File: src/rtl/thrmon_pkg.sv
// Shared types and constants for the threshold monitor: FSM state encoding and event-counter width.
package thrmon_pkg;

  typedef enum logic [1:0] {
    ST_LOW       = 2'd0,
    ST_ARMING    = 2'd1,
    ST_HIGH      = 2'd2,
    ST_DISARMING = 2'd3
  } thrmon_state_e;

  localparam int unsigned EVENT_CNT_W = 16;

endpackage

File: src/rtl/threshold_monitor_comparator.sv
// Unsigned magnitude comparator producing mutually exclusive greater/equal/less flags.
module threshold_monitor_comparator #(
  parameter int unsigned WIDTH = 8
) (
  input  logic [WIDTH-1:0] i_a,
  input  logic [WIDTH-1:0] i_b,
  output logic             o_a_greater_b,
  output logic             o_a_equal_b,
  output logic             o_a_less_b
);

  always_comb begin
    o_a_greater_b = (i_a > i_b);
    o_a_equal_b   = (i_a == i_b);
    o_a_less_b    = (i_a < i_b);
  end

endmodule

File: src/rtl/threshold_monitor.sv
// Debounced hysteresis threshold alarm with rise/fall pulses and peak tracking.
// Optional THRMON_EVENT_COUNT_EN adds a saturating count of rise events on event_count.
module threshold_monitor
  import thrmon_pkg::*;
#(
  parameter int unsigned WIDTH    = 8,
  parameter int unsigned DEBOUNCE = 4,
  parameter int unsigned CNT_W    = 3
) (
  input  logic             clk,
  input  logic             rst_n,
  input  logic             in_valid,
  input  logic [WIDTH-1:0] in_data,
  input  logic [WIDTH-1:0] threshold,
  input  logic             clear,
  output logic             alarm,
  output logic             rise_pulse,
  output logic             fall_pulse,
`ifdef THRMON_EVENT_COUNT_EN
  output logic [EVENT_CNT_W-1:0] event_count,
`endif
  output logic [WIDTH-1:0] peak
);

  localparam logic [CNT_W-1:0] DEB_TGT = CNT_W'(DEBOUNCE);
  localparam bit               DEB_ONE = (DEBOUNCE == 1);

  thrmon_state_e    r_state, w_state_nxt;
  logic [CNT_W-1:0] r_cnt, w_cnt_nxt, w_cnt_inc;
  logic             r_alarm, r_rise, r_fall;
  logic             w_rise_nxt, w_fall_nxt;
  logic [WIDTH-1:0] r_peak, w_peak_nxt;

  logic w_gt, w_eq, w_lt;
  logic w_pk_gt, w_pk_eq, w_pk_lt;
  logic w_unused;

  threshold_monitor_comparator #(.WIDTH(WIDTH)) u_cmp_thr (
    .i_a           (in_data),
    .i_b           (threshold),
    .o_a_greater_b (w_gt),
    .o_a_equal_b   (w_eq),
    .o_a_less_b    (w_lt)
  );

  threshold_monitor_comparator #(.WIDTH(WIDTH)) u_cmp_peak (
    .i_a           (in_data),
    .i_b           (r_peak),
    .o_a_greater_b (w_pk_gt),
    .o_a_equal_b   (w_pk_eq),
    .o_a_less_b    (w_pk_lt)
  );

  assign w_unused  = ^{w_pk_eq, w_pk_lt, w_eq};
  assign w_cnt_inc = r_cnt + CNT_W'(1);

  // Next-state: equality falls through every case untouched, forming the hysteresis band.
  always_comb begin
    w_state_nxt = r_state;
    w_cnt_nxt   = r_cnt;
    w_rise_nxt  = 1'b0;
    w_fall_nxt  = 1'b0;
    w_peak_nxt  = r_peak;
    if (clear) begin
      w_state_nxt = ST_LOW;
      w_cnt_nxt   = '0;
      w_peak_nxt  = '0;
    end else if (in_valid) begin
      if (w_pk_gt) w_peak_nxt = in_data;
      case (r_state)
        ST_LOW: begin
          if (w_gt) begin
            if (DEB_ONE) begin
              w_state_nxt = ST_HIGH;
              w_cnt_nxt   = '0;
              w_rise_nxt  = 1'b1;
            end else begin
              w_state_nxt = ST_ARMING;
              w_cnt_nxt   = CNT_W'(1);
            end
          end
        end
        ST_ARMING: begin
          if (w_gt) begin
            if (w_cnt_inc == DEB_TGT) begin
              w_state_nxt = ST_HIGH;
              w_cnt_nxt   = '0;
              w_rise_nxt  = 1'b1;
            end else begin
              w_cnt_nxt = w_cnt_inc;
            end
          end else if (w_lt) begin
            w_state_nxt = ST_LOW;
            w_cnt_nxt   = '0;
          end
        end
        ST_HIGH: begin
          if (w_lt) begin
            if (DEB_ONE) begin
              w_state_nxt = ST_LOW;
              w_cnt_nxt   = '0;
              w_fall_nxt  = 1'b1;
            end else begin
              w_state_nxt = ST_DISARMING;
              w_cnt_nxt   = CNT_W'(1);
            end
          end
        end
        ST_DISARMING: begin
          if (w_lt) begin
            if (w_cnt_inc == DEB_TGT) begin
              w_state_nxt = ST_LOW;
              w_cnt_nxt   = '0;
              w_fall_nxt  = 1'b1;
            end else begin
              w_cnt_nxt = w_cnt_inc;
            end
          end else if (w_gt) begin
            w_state_nxt = ST_HIGH;
            w_cnt_nxt   = '0;
          end
        end
        default: begin
          w_state_nxt = ST_LOW;
          w_cnt_nxt   = '0;
        end
      endcase
    end
  end

  always_ff @(posedge clk or negedge rst_n) begin
    if (!rst_n) begin
      r_state <= ST_LOW;
      r_cnt   <= '0;
      r_alarm <= 1'b0;
      r_rise  <= 1'b0;
      r_fall  <= 1'b0;
      r_peak  <= '0;
    end else begin
      r_state <= w_state_nxt;
      r_cnt   <= w_cnt_nxt;
      r_alarm <= (w_state_nxt == ST_HIGH) || (w_state_nxt == ST_DISARMING);
      r_rise  <= w_rise_nxt;
      r_fall  <= w_fall_nxt;
      r_peak  <= w_peak_nxt;
    end
  end

  assign alarm      = r_alarm;
  assign rise_pulse = r_rise;
  assign fall_pulse = r_fall;
  assign peak       = r_peak;

`ifdef THRMON_EVENT_COUNT_EN
  logic [EVENT_CNT_W-1:0] r_event_cnt, w_event_cnt_nxt;

  // Saturating rise counter; holds at all-ones instead of wrapping.
  always_comb begin
    w_event_cnt_nxt = r_event_cnt;
    if (clear) begin
      w_event_cnt_nxt = '0;
    end else if (w_rise_nxt && (r_event_cnt != {EVENT_CNT_W{1'b1}})) begin
      w_event_cnt_nxt = r_event_cnt + EVENT_CNT_W'(1);
    end
  end

  always_ff @(posedge clk or negedge rst_n) begin
    if (!rst_n) r_event_cnt <= '0;
    else        r_event_cnt <= w_event_cnt_nxt;
  end

  assign event_count = r_event_cnt;
`endif

endmodule
File: config.mk
export PLATFORM = sky130hd
export DESIGN_NAME = threshold_monitor
export DESIGN_NICKNAME = d
export VERILOG_FILES = /design/src/rtl/thrmon_pkg.sv /design/src/rtl/threshold_monitor_comparator.sv /design/src/rtl/threshold_monitor.sv
export SDC_FILE = /design/constraint.sdc
export NUM_CORES = 1
export LEC_CHECK = 0
export ABC_AREA = 0
export CORE_ASPECT_RATIO = 1.25
export CORE_MARGIN = 5
export CORE_UTILIZATION = 40
export CTS_BUF_LIST = sky130_fd_sc_hd__clkbuf_16
export DETAILED_ROUTE_END_ITERATION = 10
export PLACE_DENSITY = 0.68
export SLEW_MARGIN = 0
export SYNTH_ARGS = -nofsm -noshare
export SYNTH_HDL_FRONTEND = slang
export SYNTH_HIERARCHICAL = 1
export SYNTH_SLANG_ARGS = --single-unit
File: constraint.sdc
create_clock -name clk -period 2.31 [get_ports clk]
set_clock_uncertainty 0.2 [all_clocks]
set_input_delay 0.462 -clock clk [delete_from_list [all_inputs] [get_ports clk]]
set_output_delay 0.462 -clock clk [all_outputs]
set_load 0.05 [all_outputs]
==> metrics.cfg, run 1 <==
[synth]
avgSynthCellArea_um2 = 9.17
synth_warnings = 6
syn-cell-area_um2 = 1160
syn-num-nets = 165
syn_inst = 127

[route]
avgRoutedWirePerCell_um = 15.4
drt-total-wl_um = 3200
via_per_inst = 5.29
drt_iter0_drc = 19
ant_nets = 0
drc = 0
first_pass_iters = 4
num_vias = 1101

[run]
maxCapViolations = 0

[floorplan]
core-area_um2 = 2860
initial_core_util_pct = 40.7
fp.dieH_um = 70.3
die-area_um2 = 4100
die_x_um = 58.3
num_io_pins = 31
rows = 22

[sta]
post-route-period-util_pct = 99.9
fmax_ghz = 0.433
relSlewSlack_pct = 65.7
worst_slack_ns = 0.00134
setup_viol = 0
hold-worst-slack_ns = 0.321
worst_pin_slew_ns = 0.513
drv_slew = 0
hold_viol = 0
period_needed_ns = 2.31

[setup_path]
reg2reg_slack_ns = 0.38
slowest_stage = clkdlybuf4s50_1
setup.worst_path.start_class = input port
critPathMaxFanout = 4
r2r-end = peak[0]$_DFFE_PN0P_
r2r-start = peak[1]$_DFFE_PN0P_
worst-r2r-cell-count = 9
cp-end-kind = flop
critPathMaxStageDelay_ns = 0.46
crit_type = input port to flop
crit_required_ns = 2.24
path_cells = clkdlybuf4s50_1 -> inv_1 -> ha_4 -> o211ai_4 -> a21oi_4 -> o21ba_4 -> o31ai_2 -> o21a_1 -> a32o_1
critPathArrivalTime_ns = 2.24

[global_routing]
antenna_found_initial = 0
grt.total_usage_pct = 15.6
grt-ovfl-total = 0
grt_pass1_vias = 1200
grt_pass1_wl_um = 5220
grt_max_degree = 10

[pwr]
total_power_w = 0.000959
p_leak_nw = 0.905
peakVddDrop_v = 0.000452
p_per_area_nw_per_um2 = 505

[cells_and_area]
diodes = 0
final_area_um2 = 1900
fill_cells = 229
area_growth_pct = 63.2
final_util_pct = 66.4
drive_gt1_share_pct = 32.6
fin_nets = 211

[place]
io_buffer_count = 30
dp_slack_ns = -0.463
dp_hpwl_um = 2370
routabilityCongestion = 0.890
postPlaceCellArea_um2 = 1600

[cts]
cts_inserted_buffers = 3
clk_transition_reported_paths_ns = 0.05
cts_max_path_buffers = 2
cts_num_sinks = 16
cts-htree-levels = 1
clk_latency_ns = 0.24
cts_tree = yes
cts-root-buf = clkbuf_16

[worst_hold_path]
min_from = r_cnt[2]$_DFFE_PN0P_
hold_depth = 1
hold_path.class = flop to flop
holdPathEnd = r_cnt[2]$_DFFE_PN0P_

[run_status]
status = finished, final reports clean

==> worst max path at each step <==
stage / from / end / slack, ns / cells past startpoint
3_5_place_dp: threshold[1] / r_cnt[1]$_DFFE_PN0P_ / -0.46 / 10
2_1_floorplan: peak[7]$_DFFE_PN0P_ / peak[0]$_DFFE_PN0P_ / 0.03 / 9
3_3_place_gp: threshold[1] / r_cnt[0]$_DFFE_PN0P_ / -0.38 / 10
4_1_cts: threshold[7] / r_cnt[1]$_DFFE_PN0P_ / -0.007 / 9
6_report: threshold[2] / r_cnt[0]$_DFFE_PN0P_ / 0.001 / 9
5_1_grt: threshold[2] / r_cnt[0]$_DFFE_PN0P_ / -0.05 / 9
==> report_power, final <==
| group | leakage, nW | switching (W) | internal, W |
|---|---|---|---|
| combinational | 0.645 | 0.000172 | 0.000148 |
| sequential | 0.217 | 0.0000137 | 0.000294 |
| clock | 0.0423 | 0.000102 | 0.000229 |
==> layout by cell type (no fill, tap or decap), drive strengths merged, types with 2 or more instances in the layout <==
cell type / n
nand2: 15
o21ba: 2
nor3: 2
a31o: 2
a32o: 4
nand4: 4
clkbuf: 3
nand2b: 2
nand3: 9
dlymetal6s2s: 12
clkdlybuf4s50: 16
a21oi: 18
dlygate4sd2: 2
o211ai: 2
o21ai: 3
nor2: 3
nor2b: 3
buf: 14
dfrtp: 16
inv: 18
ha: 18
==> final cells by class <==
cell class,count,area [µm²],area share [%]
sequential,16,402,21.1
multi-input combinational,91,878,46.2
timing repair buffer,44,433,22.8
clock inverter,1,3.75,0.197
clock buffer,3,75.1,3.95
inverter,17,63.8,3.36
tap,36,45.0,2.37
==> worst max-delay path: cells and delay by family <==
| family | cells | cell delay, ns |
|---|---|---|
| buf+inv | 2 | 0.53 |
| fa+ha+maj | 1 | 0.28 |
| compound gates | 6 | 0.96 |
==> flip-flops by register name, summed over array words and instances, names as in the netlist <==
signal	count
rise_pulse	1
alarm	1
peak	8
fall_pulse	1
r_cnt	3
r_state	2
==> per-layer routing <==
metal | GRT usage (%) | vias up | part of all wire, %
li1 | - | 537 | -
met1 | 17.6 | 532 | 39
met2 | 28.2 | 24 | 55
met3 | 3.14 | 8 | 4.0
met4 | 5.41 | 0 | 2.3
met5 | 0 | - | 0
==> metrics by stage <==
step | instances | TNS (ns)
final | 208 | 0
after global routing | 208 | -0.113
after CTS | 208 | -0.00675
after detailed placement | 204 | -5.45
after global placement | 204 | -4.65
after floorplan | 127 | 0
==> repair_timing <==
item / CTS / global route
pin swaps: 6 / 12
hold buffers: 0 / 0
hold endpoints to repair: 0 / 0
resized for setup: 13 / 38
setup endpoints to repair: 14 / 16
setup buffers: 0 / 0
Note: power is estimated with default switching activity, not from simulation.
==> run 2, diff against run 1 <==
Settings changed: CTS_CLUSTER_DIAMETER set to 50, SLEW_MARGIN 0 to 20.
==> results of run 2 <==
The final DEF is identical to that of run 1; final timing and power are the same.
==> run 3, diff against run 2 <==
Settings changed: CORE_MARGIN 5 to 2.
==> run 3 against run 2 <==
Hold slack worse by 0.028 ns. Critical path depth increased by 1. Clock power is essentially flat. Count of clock-buffer cells in the layout unchanged. Core utilization grew 2.7 points. Non-clock buffer count is the same. Sequential share of layout area is 0.15 points higher. Worst setup slack gained 0.058 ns. Via count is 2.3% lower. Final cell count decreased by 0.96%. Die area fell by 18%. Critical path type unchanged. Critical endpoint is now alarm$_DFF_PN0_. Largest power group unchanged.
==> metrics.cfg, run 3 (same netlist as run 1, synthesis figures left out) <==
[route]
drc = 0
first_pass_iters = 4
drt-total-wl_um = 3130
via_per_inst = 5.22
drt_iter0_drc = 17
num_vias = 1076
ant_nets = 0
avgRoutedWirePerCell_um = 15.2

[cts]
cts_inserted_buffers = 3
cts-htree-levels = 1
cts_num_sinks = 16
post_cts_buffers = 0
cts_max_path_buffers = 2
clk_latency_ns = 0.24
clk_transition_reported_paths_ns = 0.05
cts-root-buf = clkbuf_16
cts_hold_buf = 0
cts_tree = yes

[worst_hold_path]
hold_path.class = input port to asynchronous set/reset pin

[floorplan]
die_x_um = 52.3
initial_core_util_pct = 42.6
fp.dieH_um = 64.3
num_io_pins = 31
die-area_um2 = 3360
core-area_um2 = 2730
rows = 21

[place]
io_buffer_count = 30
postPlaceCellArea_um2 = 1600
placed_cells = 202
dp_hpwl_um = 2240
routabilityCongestion = 0.799

[pwr]
seqPwrFrac_pct = 32.3
p_per_area_nw_per_um2 = 506
pwr-share-comb_pct = 33.2
pwr-share-clk_pct = 34.5
p_leak_nw = 0.891
internal_power_w = 0.000670
sw_frac_of_total_pct = 29.9
peakVddDrop_v = 0.000528
power.switching_w = 0.000285

[global_routing]
grt_pass1_wl_um = 4910
grt_max_degree = 11
grt-ovfl-total = 0
grt_pass1_vias = 1112
grt.total_usage_pct = 19.3
antenna_found_initial = 0

[setup_path]
slowest_stage = clkdlybuf4s50_1
cp_num_buf_inv = 3
critPathMaxStageDelay_ns = 0.47
crit_type = input port to flop
crit_required_ns = 2.29
cp-end-kind = flop
critPathArrivalTime_ns = 2.23
cp_top_family = buffers and inverters
setup.worst_path.start_class = input port
path_cells = clkdlybuf4s50_1 -> inv_2 -> ha_4 -> o211ai_4 -> a21oi_4 -> o21ba_4 -> nand2b_1 -> buf_4 -> nor3_4 -> a31o_1
reg2reg_slack_ns = 0.36
critPathMaxFanout = 4

[cells_and_area]
final_common_cell = clkdlybuf4s50_1
diodes = 0
final_area_um2 = 1890
layout_common_cells = 16 x clkdlybuf4s50_1, 15 x dfrtp_1, 14 x nand2_1, 14 x buf_4, 11 x dlymetal6s2s_1
fin_cells = 206
drive_gt1_share_pct = 32.6
largest_reg_flops = 8
fin_nets = 211
area_growth_pct = 62.0

[sta]
period_needed_ns = 2.25
fmax_ghz = 0.444
hold_viol = 0
drv_slew = 0
post-route-period-util_pct = 97.4
relSlewSlack_pct = 65.2
worst_pin_slew_ns = 0.520
setup_viol = 0

[run_status]
status = finished, final reports clean

[run]
maxCapViolations = 0

## run 3: changes by cell type in the layout (fill, tap and decap cells not counted)
cell            delta
inv_2              +1
clkinv_1           +1
dlygate4sd2_1      +1
nand2b_1           +1
inv_1              -2
dlymetal6s2s_1     -1
nand2b_4           -1
## run 3: per-stage QoR
step	setup slack, ns	hold WS, ns	TNS, ns	total power (W)	util, %
after CTS	-0.00744	0.297	-0.00744	0.000931	64.8
after floorplan	0.0263	-0.0336	0	0.000461	-
after detailed placement	-0.444	0.317	-5.36	0.000571	58.6
after global routing	-0.0196	0.332	-0.0320	0.00101	69.0
final	0.0594	0.293	0	0.000955	69.0
after global placement	-0.379	0.297	-4.61	0.000563	58.6
## run 3: what timing repair did
| action | CTS | global route |
|---|---|---|
| gates resized for setup | 21 | 30 |
| setup endpoints to repair | 14 | 14 |
| cloned | 0 | 0 |
| pin swaps | 6 | 13 |
## run 3: power groups by stage
stage               combinational, W  clock [W]  sequential, W
floorplan                   0.000117          0       0.000343
global route                0.000343   0.000352       0.000310
detailed placement          0.000259          0       0.000312
finish                      0.000317   0.000330       0.000308
CTS                         0.000286   0.000337       0.000308
global placement            0.000251          0       0.000311
## run 3: worst paths after layout
path,start,to,cells after the start
setup / recovery,threshold[2],alarm$_DFF_PN0_,10
hold / removal,rst_n,r_state[0]$_DFF_PN0_,1
hold reg to reg,r_cnt[2]$_DFFE_PN0P_,r_cnt[2]$_DFFE_PN0P_,1
min in group clk,r_cnt[2]$_DFFE_PN0P_,r_cnt[2]$_DFFE_PN0P_,1
max in group asynchronous,rst_n,peak[2]$_DFFE_PN0P_,2
setup reg to reg,peak[1]$_DFFE_PN0P_,peak[0]$_DFFE_PN0P_,9
## run 3: area by class of cell
| cell class | instances | area, µm² |
|---|---|---|
| flip-flops and latches | 16 | 402 |
| well taps | 34 | 42.5 |
| repair buffers | 44 | 429 |
| clock buffers | 3 | 75.1 |
| clock inverters | 1 | 3.75 |
| inverters | 17 | 63.8 |
| fillers | 214 | 846 |
| multi-input cells | 91 | 871 |
## run 3: per-layer routing
layer	GRT usage, %	vias up	share of wire (%)
met1	22.6	514	41
met2	35.0	20	55
li1	-	537	-
met3	3.27	5	3.3
met5	0	-	0
met4	5.77	0	1.1
